==> src/rtl/rfm_pkg.sv <==
// Shared definitions for the per-bank RFM issuer: FSM state encoding,
// default timing/threshold constants and a helper that sizes the gap timer.
package rfm_pkg;

   // Issuer FSM states (2-bit encoding)
   typedef enum logic [1:0] {
      RFM_ST_IDLE = 2'd0,
      RFM_ST_ACT  = 2'd1,
      RFM_ST_WAIT = 2'd2
   } rfm_state_e;

   // Default configuration values
   localparam int RFM_DEF_ADDR_SIZE     = 18;
   localparam int RFM_DEF_RAA_BITS      = 8;
   localparam int RFM_DEF_RAAIMT        = 8;
   localparam int RFM_DEF_RAAMMT        = 24;
   localparam int RFM_DEF_T_ACT         = 5;
   localparam int RFM_DEF_T_RFM         = 8;
   localparam int RFM_DEF_T_NRR_TIMEOUT = 64;

   // Width of a down-counter able to hold the longest interval plus one bit
   function automatic int rfm_timer_width(input int a, input int b, input int c);
      int m;
      m = a;
      if (b > m) begin
         m = b;
      end
      if (c > m) begin
         m = c;
      end
      return $clog2(m) + 1;
   endfunction

endpackage

==> src/rtl/rfm_gap_timer.sv <==
// Loadable down-counter with a zero flag. The issuer loads it when it leaves
// IDLE and watches zero_o to know when the ACT gap or WAIT interval is over.
// A load takes priority; otherwise the count decrements until it reaches zero
// and then holds there.
module rfm_gap_timer #(
   parameter int W = 7
) (
   input  logic         clk,
   input  logic         rstn,
   input  logic         load_i,
   input  logic [W-1:0] load_val_i,
   output logic         zero_o
);

   logic [W-1:0] cnt_q;
   logic [W-1:0] cnt_d;

   // Next count: load, decrement, or hold at zero
   always_comb begin
      cnt_d = cnt_q;
      if (load_i) begin
         cnt_d = load_val_i;
      end else if (cnt_q != '0) begin
         cnt_d = cnt_q - {{(W-1){1'b0}}, 1'b1};
      end else begin
         cnt_d = cnt_q;
      end
   end

   // Count register
   always_ff @(posedge clk or negedge rstn) begin
      if (!rstn) begin
         cnt_q <= '0;
      end else begin
         cnt_q <= cnt_d;
      end
   end

   assign zero_o = (cnt_q == '0);

endmodule

==> src/rtl/rfm_issuer_bank.sv <==
// Controller-side per-bank RFM issuer. Forwards scheduler ACTs with a minimum
// spacing of T_ACT, keeps the rolling accumulated ACT count (RAA), issues RFM
// opportunistically at RAAIMT and mandatorily at RAAMMT, and records the
// NRR address returned by the DRAM-side tracker.
//
// Optional feature macro: RFM_ISSUER_NRR_WAIT_EN
//   defined   - WAIT ends on nrr_cmd or after T_NRR_TIMEOUT (nrr_timeout pulse)
//   undefined - WAIT is a fixed T_RFM interval, nrr_timeout tied low
//
// Timing parameters must satisfy T_ACT >= 2, T_RFM >= 2, T_NRR_TIMEOUT >= 1,
// and RAAIMT <= RAAMMT < 2**RAA_BITS.
module rfm_issuer_bank
   import rfm_pkg::*;
#(
   parameter int ADDR_SIZE     = RFM_DEF_ADDR_SIZE,
   parameter int RAA_BITS      = RFM_DEF_RAA_BITS,
   parameter int RAAIMT        = RFM_DEF_RAAIMT,
   parameter int RAAMMT        = RFM_DEF_RAAMMT,
   parameter int T_ACT         = RFM_DEF_T_ACT,
   parameter int T_RFM         = RFM_DEF_T_RFM,
   parameter int T_NRR_TIMEOUT = RFM_DEF_T_NRR_TIMEOUT
) (
   input  logic                 clk,
   input  logic                 rstn,
   input  logic                 req_valid,
   input  logic [ADDR_SIZE-1:0] req_addr,
   output logic                 req_ready,
   output logic                 act_cmd,
   output logic [ADDR_SIZE-1:0] act_addr,
   output logic                 rfm_cmd,
   input  logic                 ref_cmd,
   input  logic                 nrr_cmd,
   input  logic [ADDR_SIZE-1:0] nrr_addr,
   output logic [ADDR_SIZE-1:0] last_nrr_addr,
   output logic [RAA_BITS-1:0]  raa_cnt,
   output logic                 busy,
   output logic                 nrr_timeout
);

   localparam int TW = rfm_timer_width(T_ACT, T_RFM, T_NRR_TIMEOUT);
   localparam int SW = RAA_BITS + 2;

   // The timer is loaded in the decision cycle and first seen one cycle
   // later, so an interval of T cycles back to IDLE needs a load of T-2.
   localparam logic [TW-1:0] LD_ACT = TW'(T_ACT - 2);
`ifdef RFM_ISSUER_NRR_WAIT_EN
   // Reaching zero marks the last WAIT cycle in which nrr_cmd can still
   // prevent the timeout pulse.
   localparam logic [TW-1:0] LD_WAIT = TW'(T_NRR_TIMEOUT - 1);
`else
   localparam logic [TW-1:0] LD_WAIT = TW'(T_RFM - 2);
`endif

   localparam logic [RAA_BITS-1:0] IMT_V = RAA_BITS'(RAAIMT);
   localparam logic [RAA_BITS-1:0] MMT_V = RAA_BITS'(RAAMMT);
   localparam logic signed [SW-1:0] IMT_S = SW'(RAAIMT);
   localparam logic signed [SW-1:0] ONE_S = SW'(1);
   localparam logic signed [SW-1:0] MAX_S = SW'((2 ** RAA_BITS) - 1);

   rfm_state_e state_q;
   rfm_state_e state_d;

   logic [RAA_BITS-1:0]  raa_q;
   logic [RAA_BITS-1:0]  raa_d;
   logic                 act_cmd_q;
   logic [ADDR_SIZE-1:0] act_addr_q;
   logic                 rfm_cmd_q;
   logic [ADDR_SIZE-1:0] last_nrr_q;

   logic                 req_ready_s;
   logic                 act_fire_s;
   logic                 rfm_fire_s;
   logic                 tmr_load_s;
   logic [TW-1:0]        tmr_val_s;
   logic                 tmr_zero_s;
   logic signed [SW-1:0] raa_sum_s;

`ifdef RFM_ISSUER_NRR_WAIT_EN
   logic nrr_timeout_q;
   logic nrr_timeout_d;
`endif

   assign req_ready_s = (state_q == RFM_ST_IDLE) && (raa_q < MMT_V);

   rfm_gap_timer #(
      .W (TW)
   ) u_gap_timer (
      .clk        (clk),
      .rstn       (rstn),
      .load_i     (tmr_load_s),
      .load_val_i (tmr_val_s),
      .zero_o     (tmr_zero_s)
   );

   // Next-state logic: IDLE arbitration between mandatory RFM, ACT and
   // opportunistic RFM; ACT and WAIT run until the gap timer expires
   always_comb begin
      state_d    = state_q;
      act_fire_s = 1'b0;
      rfm_fire_s = 1'b0;
      tmr_load_s = 1'b0;
      tmr_val_s  = '0;
`ifdef RFM_ISSUER_NRR_WAIT_EN
      nrr_timeout_d = 1'b0;
`endif
      case (state_q)
         RFM_ST_IDLE: begin
            if (raa_q >= MMT_V) begin
               rfm_fire_s = 1'b1;
            end else if (req_valid && req_ready_s) begin
               act_fire_s = 1'b1;
            end else if ((raa_q >= IMT_V) && !req_valid) begin
               rfm_fire_s = 1'b1;
            end else begin
               state_d = RFM_ST_IDLE;
            end
            if (act_fire_s) begin
               state_d    = RFM_ST_ACT;
               tmr_load_s = 1'b1;
               tmr_val_s  = LD_ACT;
            end else if (rfm_fire_s) begin
               state_d    = RFM_ST_WAIT;
               tmr_load_s = 1'b1;
               tmr_val_s  = LD_WAIT;
            end else begin
               tmr_load_s = 1'b0;
            end
         end
         RFM_ST_ACT: begin
            if (tmr_zero_s) begin
               state_d = RFM_ST_IDLE;
            end else begin
               state_d = RFM_ST_ACT;
            end
         end
         RFM_ST_WAIT: begin
`ifdef RFM_ISSUER_NRR_WAIT_EN
            // Timeout pulse cycle is the final WAIT cycle
            if (nrr_timeout_q) begin
               state_d = RFM_ST_IDLE;
            end else if (nrr_cmd) begin
               state_d = RFM_ST_IDLE;
            end else if (tmr_zero_s) begin
               nrr_timeout_d = 1'b1;
            end else begin
               state_d = RFM_ST_WAIT;
            end
`else
            if (tmr_zero_s) begin
               state_d = RFM_ST_IDLE;
            end else begin
               state_d = RFM_ST_WAIT;
            end
`endif
         end
         default: begin
            state_d = RFM_ST_IDLE;
         end
      endcase
   end

   // RAA update: all contributions in one signed sum, saturated to range
   always_comb begin
      raa_sum_s = $signed({2'b00, raa_q});
      if (act_fire_s) begin
         raa_sum_s = raa_sum_s + ONE_S;
      end else begin
         raa_sum_s = raa_sum_s;
      end
      if (rfm_fire_s) begin
         raa_sum_s = raa_sum_s - IMT_S;
      end else begin
         raa_sum_s = raa_sum_s;
      end
      if (ref_cmd) begin
         raa_sum_s = raa_sum_s - IMT_S;
      end else begin
         raa_sum_s = raa_sum_s;
      end
      if (raa_sum_s[SW-1]) begin
         raa_d = '0;
      end else if (raa_sum_s > MAX_S) begin
         raa_d = '1;
      end else begin
         raa_d = raa_sum_s[RAA_BITS-1:0];
      end
   end

   // State, RAA and registered command outputs
   always_ff @(posedge clk or negedge rstn) begin
      if (!rstn) begin
         state_q    <= RFM_ST_IDLE;
         raa_q      <= '0;
         act_cmd_q  <= 1'b0;
         act_addr_q <= '0;
         rfm_cmd_q  <= 1'b0;
         last_nrr_q <= '0;
      end else begin
         state_q    <= state_d;
         raa_q      <= raa_d;
         act_cmd_q  <= act_fire_s;
         act_addr_q <= act_fire_s ? req_addr : '0;
         rfm_cmd_q  <= rfm_fire_s;
         if (nrr_cmd) begin
            last_nrr_q <= nrr_addr;
         end
      end
   end

`ifdef RFM_ISSUER_NRR_WAIT_EN
   // Registered one-cycle NRR timeout pulse
   always_ff @(posedge clk or negedge rstn) begin
      if (!rstn) begin
         nrr_timeout_q <= 1'b0;
      end else begin
         nrr_timeout_q <= nrr_timeout_d;
      end
   end

   assign nrr_timeout = nrr_timeout_q;
`else
   assign nrr_timeout = 1'b0;
`endif

   assign req_ready     = req_ready_s;
   assign act_cmd       = act_cmd_q;
   assign act_addr      = act_addr_q;
   assign rfm_cmd       = rfm_cmd_q;
   assign last_nrr_addr = last_nrr_q;
   assign raa_cnt       = raa_q;
   assign busy          = (state_q != RFM_ST_IDLE);

endmodule

==> config.mk <==
export PLATFORM = sky130hd
export DESIGN_NAME = rfm_issuer_bank
export DESIGN_NICKNAME = d
export VERILOG_FILES = /design/src/rtl/rfm_pkg.sv /design/src/rtl/rfm_gap_timer.sv /design/src/rtl/rfm_issuer_bank.sv
export SDC_FILE = /design/constraint.sdc
export NUM_CORES = 1
export LEC_CHECK = 0
export ABC_AREA = 1
export CORE_ASPECT_RATIO = 1.75
export CORE_MARGIN = 1.5
export CORE_UTILIZATION = 40
export DETAILED_ROUTE_END_ITERATION = 7
export PLACE_DENSITY_LB_ADDON = 0.08
export SLEW_MARGIN = 20
export SYNTH_ARGS = -nofsm -noshare
export SYNTH_HDL_FRONTEND = slang
export SYNTH_HIERARCHICAL = 1
export SYNTH_SLANG_ARGS = --single-unit
==> constraint.sdc <==
create_clock -name clk -period 3.85 [get_ports clk]
set_input_delay 1.155 -clock clk [delete_from_list [all_inputs] [get_ports clk]]
set_output_delay 1.155 -clock clk [all_outputs]
set_load 0.05 [all_outputs]
### Yosys cells after proc, flatten, opt, wreduce, memory -nomap -nowiden

Index checks and enable logic that the tools add are counted.

* order comparisons: 4
* $add $sub $neg: 4
* multiplexer cells: 31
* reduce and logical (&&, ||, !) cells: 10
* equality and inequality tests: 5

Operator list (count)
* two-way mux 10 bit: 2
* subtractor 10 x 5 -> 10 bit, second input constant: 2
* two-way mux 18 bit: 1
* two-way mux 8 bit: 2
* two-way mux 7 bit: 2
* two-way mux 1 bit: 13
* two-way mux 2 bit: 6
* inequality test 4 x 2 -> 1 bit, second input constant: 3
* > comparator 10 x 9 -> 1 bit, second input constant: 1
* adder 8 x 1 -> 9 bit, second input constant: 1
* two-way mux 3 bit: 3
* two-way mux 9 bit: 1
* greater-or-equal comparator 8 x 4 -> 1 bit, second input constant: 1
* greater-or-equal comparator 8 x 5 -> 1 bit, second input constant: 1
* less-than comparator 8 x 5 -> 1 bit, second input constant: 1
* zero test 7 bit: 1
* nonzero test 7 bit: 1
* subtractor 7 x 1 -> 7 bit, second input constant: 1
* case mux 2 bit (3 select lines): 1
* nonzero test 2 bit: 2
* logical AND 1 bit: 3
* AND reduction 3 bit: 1
* equality test 2 x 1 -> 1 bit, second input constant: 1
* equality test 2 bit, second input constant: 1
* 2 further kinds: 2

* register bits: 55
* input port bits: 41
* word-level logic and storage cells: 61
* output and inout bits: 49

### Longest topological paths before layout

Gate-level depths: netlist of run 1.

* depth after elaboration: 15
* gate-level depth with buffers: 17
* depth with buffers taken out: 17

### Cells and area by module

The synthesis of run 1 kept the hierarchy.

By module, submodules not included
* rfm_issuer_bank: cells each 203, area an instance 2227.1 sq um, instances 1
* rfm_gap_timer: cells each 59, area an instance 483.0 sq um, instances 1

### Worst setup path after synthesis of run 1

OpenSTA, ideal clock, no wires.

* kind: reg-to-reg
* from: reg raa_q[6] (netlist: raa_cnt[6])
* to: reg raa_q[6] (netlist: raa_cnt[6])
* cell stages (with the launch flop): 16
* setup time: 129 ps
* arrival: 2785 ps
* required time: 3721 ps
* setup slack: 936 ps
* path through: dfrtp_1 > nor2_2 > nand3_2 > nor2_8 > nand3_1 > nand2_2 > inv_1 > ha_1 > nand2_1 > o21ai_2 > ha_1 > nand2_1 > nor2_2 > nand3_2 > o21ai_4 > nor2_2

* cells in the longest elaborated chain, start to end: 15

Ends and longest elaborated chain
* start, declared: line rfm_issuer_bank.sv:63 `logic [RAA_BITS-1:0] raa_q;`
* start signal, assigned: line rfm_issuer_bank.sv:200 `raa_q <= raa_d;`
* less-than comparator 8 x 5 -> 1 bit (*): line rfm_issuer_bank.sv:83 `assign req_ready_s = (state_q == RFM_ST_IDLE) && (raa_q < MMT_V);`
* logical AND 1 bit (*): line rfm_issuer_bank.sv:83
* named net req_ready: line rfm_issuer_bank.sv:27 `output logic req_ready,`
* logical AND 1 bit (*): line rfm_issuer_bank.sv:110 `end else if (req_valid && req_ready_s) begin`
* two-way mux 1 bit: line rfm_issuer_bank.sv:110
* two-way mux 1 bit: line rfm_issuer_bank.sv:108 `if (raa_q >= MMT_V) begin`
* two-way mux 1 bit (2 in a row): line rfm_issuer_bank.sv:106 `case (state_q)`
* two-way mux 9 bit: line rfm_issuer_bank.sv:165 `if (act_fire_s) begin`
* subtractor 10 x 5 -> 10 bit: line rfm_issuer_bank.sv:171 `raa_sum_s = raa_sum_s - IMT_S;`
* two-way mux 10 bit (*): line rfm_issuer_bank.sv:170 `if (rfm_fire_s) begin`
* subtractor 10 x 5 -> 10 bit: line rfm_issuer_bank.sv:176 `raa_sum_s = raa_sum_s - IMT_S;`
* two-way mux 10 bit (*): line rfm_issuer_bank.sv:175 `if (ref_cmd) begin`
* > comparator 10 x 9 -> 1 bit: line rfm_issuer_bank.sv:182 `end else if (raa_sum_s > MAX_S) begin`
* two-way mux 8 bit: line rfm_issuer_bank.sv:182
* two-way mux 8 bit (*): line rfm_issuer_bank.sv:180 `if (raa_sum_s[SW-1]) begin`
* named net raa_d[6]: line rfm_issuer_bank.sv:64 `logic [RAA_BITS-1:0] raa_d;`

The timed path passes the listed nets; every way through them passes the cells marked *. The select of a mux whose other input is x is not followed.
A chain may end at the register's enable or synchronous reset.

### Worst setup path in the final report of run 1

* from: reg raa_q[6] (netlist: raa_cnt[6])
* to: out req_ready

* cells in the longest elaborated chain, start to end: 2

Ends and longest elaborated chain (line)
* less-than comparator 8 x 5 -> 1 bit: rfm_issuer_bank.sv:83
* logical AND 1 bit: rfm_issuer_bank.sv:83
* end, declared: rfm_issuer_bank.sv:27

Every way passes these cells.

==> impl_metrics.yaml, run 1 <==
yosys:
  synth.cells.most_frequent: "55 x dfrtp_1, 42 x inv_1, 36 x nand2_1, 24 x nor2_1, 19 x mux2_2"
  synth_edf_count: 0
  yosys-top-cells-area: "dfrtp_1 51%, mux2_2 7.9%, inv_1 5.8%"
  ys_types: 35
  yosysTopAreaCell: "dfrtp_1"
  synth_most_common_cell: "dfrtp_1"
  ys_seq_area_share_pct: 50.8
  ys_warn_count: 6
  synth-async-reset-ratio_pct: 100
  yosysTopAreaCellShare_pct: 50.8
  ys_seq_elements: 55
  synth.avg_cell_area_um2: 10.3
  ys.flop_type: "dfrtp_1"
  syn_inst: 262
  syn_area_mm2: 0.00271
clock_tree:
  postCtsSetupBuffers: 0
  clkTransAtPathRegs_ns: 0.07
  cts_resized: 0
  cts_tree: "built"
  cts-htree-levels: 2
  clockBufferDepth: 2
  holdBufCountCts: 0
  cts_sinks: 55
  root_buffer: "clkbuf_16"
  clock_latency_ns: 0.29
  cts_buffers: 5
routing:
  drc: 0
  routed_wl_um: 5700
  antenna_left: 0
  wire_per_inst_um: 13.0
  viasPerCell: 4.59
  drt_iter0_drc: 85
  num_vias: 2020
  drtPass1Iterations: 4
  met1Wirelength_um: 2300
  wl_met2_um: 2960
  wl_met3_um: 313
  top_layer: "met4"
placed_design:
  gp_congestion: 0.790
  placed_area_mm2: 0.00369
  portBuffers: 88
  place_hpwl_um: 4380
worst_setup_path:
  crit_required_ns: 2.69
  crit_fanout: 4
  end_kind: "output pin"
  path_class: "flop to output pin"
  cp-start-kind: "flop"
  cp.arrival_ns: 2.09
  rr_worst_depth: 15
cells_and_area:
  design_area_mm2: 0.00383
  drive_above_1_share_pct: 18.4
  syn_to_final_growth_pct: 41.3
  post-route-util_pct: 58.6
  finalNetCount: 404
  num-fill-cells: 597
  diodes: 0
status:
  status: "complete, no violations"
flow_run:
  cap_violations: 0
power:
  finalPower_mw: 2.59
  p_clk_share_pct: 16.9
  p_switching_mw: 1.16
  vdd_drop_max_uv: 432
  p_int_mw: 1.43
  combPwrFrac_pct: 51.5
  power.share.sequential_pct: 31.6
  switching_share_pct: 44.9
  p_leak_nw: 1.83
  power.density_mw_per_mm2: 676
timing:
  post-route-period-util_pct: 84.2
  fin_crit_ns: 3.24
  maxSlewViolCount: 0
  slew-limit-headroom_pct: 46.7
  rsz0062_at_grt: "no"
  tns_ns: 0
  skew_ns: 0.00918
  timing.fmax_mhz: 308
  finalHoldViolCount: 0
  setup_violations: 0
  tightest_slew_ns: 0.798
floorplan:
  initial_core_util_pct: 41.4
  core_mm2: 0.00654
  core.rowCount: 39
  pin_count: 90
  die_area_mm2: 0.00730
  die_x_um: 65.2
  die_h_um: 112
global_routing:
  antenna_found_initial: 0
  grt_max_degree: 28
  grt_pass1_wl_um: 9600
  grtUsageTotal_pct: 17.1
  grt_pass1_vias: 1952
  gr-total-overflow: 0
hold_path:
  hold_depth: 1
  hold_path.class: "flop to flop"
==> per-stage QoR <==
step                      worst slack (ns)  hold WS [ns]  std cells
final                                0.607         0.503        440
after global routing                 0.377         0.513        440
after CTS                            0.588         0.502        440
after detailed placement             0.298         0.487        432
after global placement               0.337         0.471        432
after floorplan                      0.936         0.447        266
==> routing by layer <==
layer  vias up  global-route usage, %
li1       1003                      -
met1       947                   20.0
met2        62                   29.6
met3         8                   3.13
met4         0                   7.64
met5         -                      0
==> final cells by class <==
class	count	area (um^2)	area share (%)
clock buffer	6	129	3.37
clock inverter	2	12.5	0.327
inverter	43	161	4.22
multi-input combinational	161	1150	30.0
sequential	55	1380	35.9
tap	82	103	2.68
timing repair buffer	91	898	23.5
==> power by group through the flow <==
stage	Combinational [mW]	Sequential, mW	Clock (mW)
floorplan	0.743	1.07	0
global placement	1.32	0.827	0
detailed placement	1.34	0.827	0
CTS	1.35	0.819	0.453
global route	1.46	0.833	0.473
finish	1.33	0.819	0.437
==> state kept, by name (all words and copies together), names as in the netlist <==
register / count
state_q: 2
act_addr: 18
act_cmd: 1
u_gap_timer/cnt_q: 7
rfm_cmd: 1
last_nrr_addr: 18
raa_cnt: 8
==> critical path, stage by stage (launching register included) <==
cell             delay (ns)
dfrtp_1                0.47
nor2_2                 0.18
nand3_2                0.17
nor2_8                 0.16
clkdlybuf4s50_1        0.82
==> final timing paths <==
| kind | from | end | slack, ns |
|---|---|---|---|
| setup / recovery | raa_cnt[6]$_DFF_PN0_ | req_ready | 0.61 |
| hold / removal | state_q[0]$_DFFE_PN0P_ | state_q[1]$_DFFE_PN0P_ | 0.50 |
| setup reg to reg | raa_cnt[6]$_DFF_PN0_ | raa_cnt[1]$_DFF_PN0_ | 1.10 |
| hold reg to reg | state_q[0]$_DFFE_PN0P_ | state_q[1]$_DFFE_PN0P_ | 0.50 |
| max in group asynchronous | rstn | last_nrr_addr[15]$_DFFE_PN0P_ | 2.30 |
| min in group asynchronous | rstn | act_addr[5]$_DFF_PN0_ | 0.86 |
==> layout by cell type (no fill, tap or decap), types with 6 or more instances in the layout <==
cell,Yosys,layout
a21oi_2,8,8
clkdlybuf4s50_1,0,87
dfrtp_1,55,55
o21ai_0,6,6
xor2_1,7,7
inv_1,42,42
ha_1,6,6
mux2_2,19,19
nand3_1,8,8
nand2_1,36,36
nor2_1,24,24
==> kinds of logic (layout without fill, tap and decap cells) <==
kind of cell | Yosys count | in the layout | share of synthesized area, %
and+or+nand+nor | 99 | 99 | 21.7
DFF | 55 | 55 | 50.8
buffers and inverters | 50 | 142 | 7.39
AOI/OAI and AO/OA | 24 | 24 | 6.69
muxes | 19 | 19 | 7.89
xor gates and xnor gates | 8 | 8 | 2.59
adders and majority gates | 6 | 6 | 2.77
other | 1 | 5 | 0.138
Power figures use the tool's default switching activity.
==> run 2, diff against run 1 <==
clock period = 3.4 ns   (was 3.85 ns; I/O delays follow)
==> run 2 against run 1 <==
Net effect: clock skew down 0.0034 ns; die area unchanged; cell count unchanged; non-clock buffer count up 1; clock power up 29%; largest cell class unchanged; highest routed layer unchanged.
==> impl_metrics.yaml, run 2 (synthesis results as in run 1) <==
power:
  combPwrFrac_pct: 50.3
  p_int_mw: 1.69
  p_leak_nw: 1.85
  p_switching_mw: 1.31
  switching_share_pct: 43.7
  p_clk_share_pct: 18.8
  finalPower_mw: 3.00
  power.share.sequential_pct: 30.9
  power.density_mw_per_mm2: 776
  vdd_drop_max_uv: 516
floorplan:
  pin_count: 90
  die_h_um: 112
  core_mm2: 0.00654
  initial_core_util_pct: 41.4
  core.rowCount: 39
  die_x_um: 65.2
  die_area_mm2: 0.00730
worst_setup_path:
  rr_worst_depth: 15
  reg2reg_to: "raa_cnt[6]$_DFF_PN0_"
  path_class: "flop to output pin"
  crit_required_ns: 2.38
  end_kind: "output pin"
  crit_chain: "inv_1 > nand3_2 > nor2_8 > clkdlybuf4s50_1"
  cp.arrival_ns: 2.09
  rrSetupSlack_ns: 0.70
  cp-start-kind: "flop"
  critPathSlowestCell: "clkdlybuf4s50_1"
  timing.rr.start: "raa_cnt[5]$_DFF_PN0_"
  critical-path-max-stage-delay_ns: 0.82
  crit_fanout: 5
clock_tree:
  postCtsSetupBuffers: 0
  clkTransAtPathRegs_ns: 0.07
  holdBufCountCts: 0
  cts_buffers: 5
  cts_sinks: 55
  clock_latency_ns: 0.30
  cts-htree-levels: 2
  cts_tree: "built"
  cts_resized: 0
  root_buffer: "clkbuf_16"
  clockBufferDepth: 2
timing:
  fin_crit_ns: 3.11
  tns_ns: 0
  finalHoldViolCount: 0
  skew_ns: 0.00580
  maxSlewViolCount: 0
  setup_violations: 0
  timing.fmax_mhz: 321
  slew-limit-headroom_pct: 60.4
  timing.hold.ws_ns: 0.498
  rsz0062_at_grt: "no"
  tightest_slew_ns: 0.594
  post-route-period-util_pct: 91.5
cells_and_area:
  final_cell_mix: "87 x clkdlybuf4s50_1, 55 x dfrtp_1, 42 x inv_1"
  syn_to_final_growth_pct: 42.7
  regArea_mm2: 0.00138
  drive_above_1_share_pct: 18.4
  multiInputGateArea_mm2: 0.00115
  final_common_cell: "clkdlybuf4s50_1"
  diodes: 0
  finalNetCount: 405
  num-fill-cells: 609
hold_path:
  hold_end: "state_q[1]$_DFFE_PN0P_"
  hold_depth: 1
  holdCritStartpoint: "state_q[0]$_DFFE_PN0P_"
  hold_path.class: "flop to flop"
routing:
  viasPerCell: 4.59
  num_vias: 2020
  wl_met2_um: 3040
  wire_per_inst_um: 13.2
  top_layer: "met4"
  met1Wirelength_um: 2330
  wl_met3_um: 312
  antenna_left: 0
  drtPass1Iterations: 4
  drt_iter0_drc: 108
  routed_wl_um: 5820
  drc: 0
global_routing:
  antenna_found_initial: 0
  grtUsageTotal_pct: 17.2
  gr-total-overflow: 0
  grt_pass1_vias: 2019
  grt_max_degree: 31
  grt_pass1_wl_um: 9590
placed_design:
  gp_congestion: 0.763
  portBuffers: 88
  place_hpwl_um: 4490
status:
  status: "complete, no violations"
flow_run:
  cap_violations: 0
-- run 2: routing by layer --
layer,up-vias,GRT usage (%)
li1,999,-
met1,952,19.7
met2,60,29.6
met3,9,4.14
met4,0,8.06
met5,-,0
-- run 2: layout make-up --
type                       instances  share of cell area [%]
timing repair buffer              92                    23.8
multi-input combinational        161                    29.7
inverter                          43                    4.17
clock inverter                     1                   0.777
clock buffer                       6                    3.33
sequential                        55                    35.6
tap                               82                    2.65
-- run 2: critical path: cells and delay by family, from the launching register on --
family / cells / cell delay, ns
simple gates: 2 / 0.37
buf+inv: 2 / 1.00
flops: 1 / 0.43
-- run 2: worst max path at each step --
stage	startpoint	end	slack (ns)	cells past startpoint
after detailed placement	req_valid	raa_cnt[6]$_DFF_PN0_	0.02	13
final	raa_cnt[5]$_DFF_PN0_	req_ready	0.29	4
after global routing	req_valid	raa_cnt[6]$_DFF_PN0_	0.14	13
after global placement	req_valid	raa_cnt[6]$_DFF_PN0_	0.08	13
after floorplan	raa_cnt[6]$_DFF_PN0_	raa_cnt[6]$_DFF_PN0_	0.49	15
after CTS	raa_cnt[5]$_DFF_PN0_	req_ready	0.28	4
-- run 2: power by group through the flow --
stage | Sequential (mW) | Combinational, mW | Clock [mW]
6_report | 0.928 | 1.51 | 0.565
5_1_grt | 0.941 | 1.66 | 0.612
4_1_cts | 0.928 | 1.53 | 0.583
3_5_place_dp | 0.938 | 1.52 | 0
3_3_place_gp | 0.936 | 1.50 | 0
2_1_floorplan | 1.21 | 0.841 | 0
-- run 2: stage by stage --
step | cell area (um^2) | instances | util [%] | setup slack (ns)
2_1_floorplan | 2730 | 266 | - | 0.486
3_3_place_gp | 3710 | 433 | 56.7 | 0.0789
3_5_place_dp | 3710 | 433 | 56.7 | 0.0191
4_1_cts | 3870 | 440 | 59.1 | 0.281
5_1_grt | 3870 | 440 | 59.1 | 0.141
6_report | 3870 | 440 | 59.1 | 0.288
==> run 3, diff against run 2 <==
CORE_ASPECT_RATIO = default   (was 1.75)
HOLD_SLACK_MARGIN = 0.03   (was default)
==> run 3 against run 2 <==
Net effect: the flow now finishes with violations (DRC); sequential power shrank 2%; combinational power is essentially flat; final area is 2.1% lower; clock power decreased by 38%; wire length fell by 5.9%; flip-flop and latch count unchanged; sequential share of layout area grew 0.78 points; highest routed layer unchanged.
==> impl_metrics.yaml, run 3 (synthesis results as in run 1) <==
clock_tree:
  holdBufCountCts: 0
  clockBufferDepth: 2
  cts_tree: "built"
  root_buffer: "clkbuf_8"
  clock_latency_ns: 0.30
  clkTransAtPathRegs_ns: 0.09
  cts_buffers: 5
  cts-htree-levels: 2
  cts_sinks: 55
  postCtsSetupBuffers: 0
  cts_resized: 0
global_routing:
  grt_pass1_wl_um: 9530
  grtUsageTotal_pct: 16.8
  grt_pass1_vias: 2031
  gr-total-overflow: 0
  antenna_found_initial: 0
  grt_max_degree: 56
timing:
  tns_ns: 0
  post-route-period-util_pct: 91.9
  tightest_slew_ns: 0.536
  finalHoldViolCount: 0
  setup_violations: 0
  finalWorstSetupSlack_ns: 0.274
  fin_crit_ns: 3.13
  slew-limit-headroom_pct: 64.1
  rsz0062_at_grt: "no"
  timing.fmax_mhz: 320
  skew_ns: 0.00289
  maxSlewViolCount: 0
worst_setup_path:
  cp.arrival_ns: 2.11
  cp-start-kind: "flop"
  cp_num_buf_inv: 1
  end_kind: "output pin"
  crit_family: "buffers and inverters"
  critical-path-max-stage-delay_ns: 0.82
  crit_fanout: 4
  crit_chain: "or2_1 > nor2_8 > clkdlybuf4s50_1"
  critPathSlowestCell: "clkdlybuf4s50_1"
  crit_required_ns: 2.38
  path_class: "flop to output pin"
routing:
  drc: 2
  wire_per_inst_um: 12.6
  drt_iter0_drc: 83
  routed_wl_um: 5480
  num_vias: 1998
  drtPass1Iterations: 6
  viasPerCell: 4.59
  antenna_left: 0
placed_design:
  place_hpwl_um: 4110
  place_inst: 428
  gp_congestion: 0.895
  portBuffers: 88
  placed_area_mm2: 0.00370
  place_ws_ns: -0.0278
cells_and_area:
  syn_to_final_growth_pct: 39.6
  design_area_mm2: 0.00378
  final_cell_mix: "87 x clkdlybuf4s50_1, 55 x dfrtp_1, 42 x inv_1"
  finalNetCount: 405
  num-fill-cells: 572
  drive_above_1_share_pct: 18.7
  stdcell_count: 435
  final_common_cell: "clkdlybuf4s50_1"
  diodes: 0
floorplan:
  die_area_mm2: 0.00728
  die_x_um: 85.3
  core.rowCount: 29
  pin_count: 90
  die_h_um: 85.3
  core_mm2: 0.00646
  initial_core_util_pct: 42.0
power:
  power.density_mw_per_mm2: 734
  switching_share_pct: 46.4
  finalPower_mw: 2.78
  p_int_mw: 1.49
  power.share.sequential_pct: 32.9
  p_switching_mw: 1.29
  combPwrFrac_pct: 54.5
  vdd_drop_max_uv: 278
  p_clk_share_pct: 12.6
  p_leak_nw: 1.81
hold_path:
  hold_path.class: "flop to flop"
status:
  failed_checks: "DRC"
  status: "finished, violations left"
flow_run:
  cap_violations: 0
[run 3: layer usage]
layer	track usage [%]	up-vias	share of wire [%]
met5	0	-	0
met2	28.9	62	50
li1	-	1002	-
met3	6.42	2	8.3
met1	19.9	932	41
met4	3.96	0	0.53
[run 3: area by class of cell]
| type | count | area, um^2 | share of cell area (%) |
|---|---|---|---|
| sequential | 55 | 1380 | 36.4 |
| clock buffer | 5 | 68.8 | 1.82 |
| clock inverter | 2 | 13.8 | 0.364 |
| inverter | 43 | 161 | 4.27 |
| multi-input combinational | 161 | 1150 | 30.4 |
| tap | 77 | 96.3 | 2.55 |
| timing repair buffer | 92 | 918 | 24.3 |
[run 3: worst reg2reg max path, delay by kind of cell, from the launching register on]
kind | cells | cell delay, ns
and+or+nand+nor | 9 | 1.33
DFF | 1 | 0.40
AOI/OAI and AO/OA | 2 | 0.42
adders and majority gates | 2 | 0.46
buffers and inverters | 1 | 0.05
[run 3: worst paths after layout]
kind,from,to,slack [ns],depth (start not counted)
max in group asynchronous,rstn,act_cmd$_DFF_PN0_,2.46,2
min reg2reg,state_q[0]$_DFFE_PN0P_,state_q[1]$_DFFE_PN0P_,0.50,1
max reg2reg,state_q[0]$_DFFE_PN0P_,raa_cnt[6]$_DFF_PN0_,0.64,14
min,state_q[0]$_DFFE_PN0P_,state_q[1]$_DFFE_PN0P_,0.50,1
max,state_q[0]$_DFFE_PN0P_,req_ready,0.27,3
min in group asynchronous,rstn,last_nrr_addr[17]$_DFFE_PN0P_,0.70,2
[run 3: through the flow]
step,util (%),hold slack (ns)
2_1_floorplan,-,0.447
3_3_place_gp,57.3,0.474
3_5_place_dp,57.3,0.481
4_1_cts,58.6,0.496
5_1_grt,58.6,0.516
6_report,58.6,0.498
[run 3: power by group through the flow]
| stage | Clock (mW) | Sequential [mW] | Combinational, mW |
|---|---|---|---|
| after CTS | 0.370 | 0.916 | 1.52 |
| final | 0.350 | 0.914 | 1.51 |
| after global routing | 0.396 | 0.937 | 1.67 |
| after detailed placement | 0 | 0.928 | 1.52 |
| after floorplan | 0 | 1.21 | 0.841 |
| after global placement | 0 | 0.923 | 1.49 |
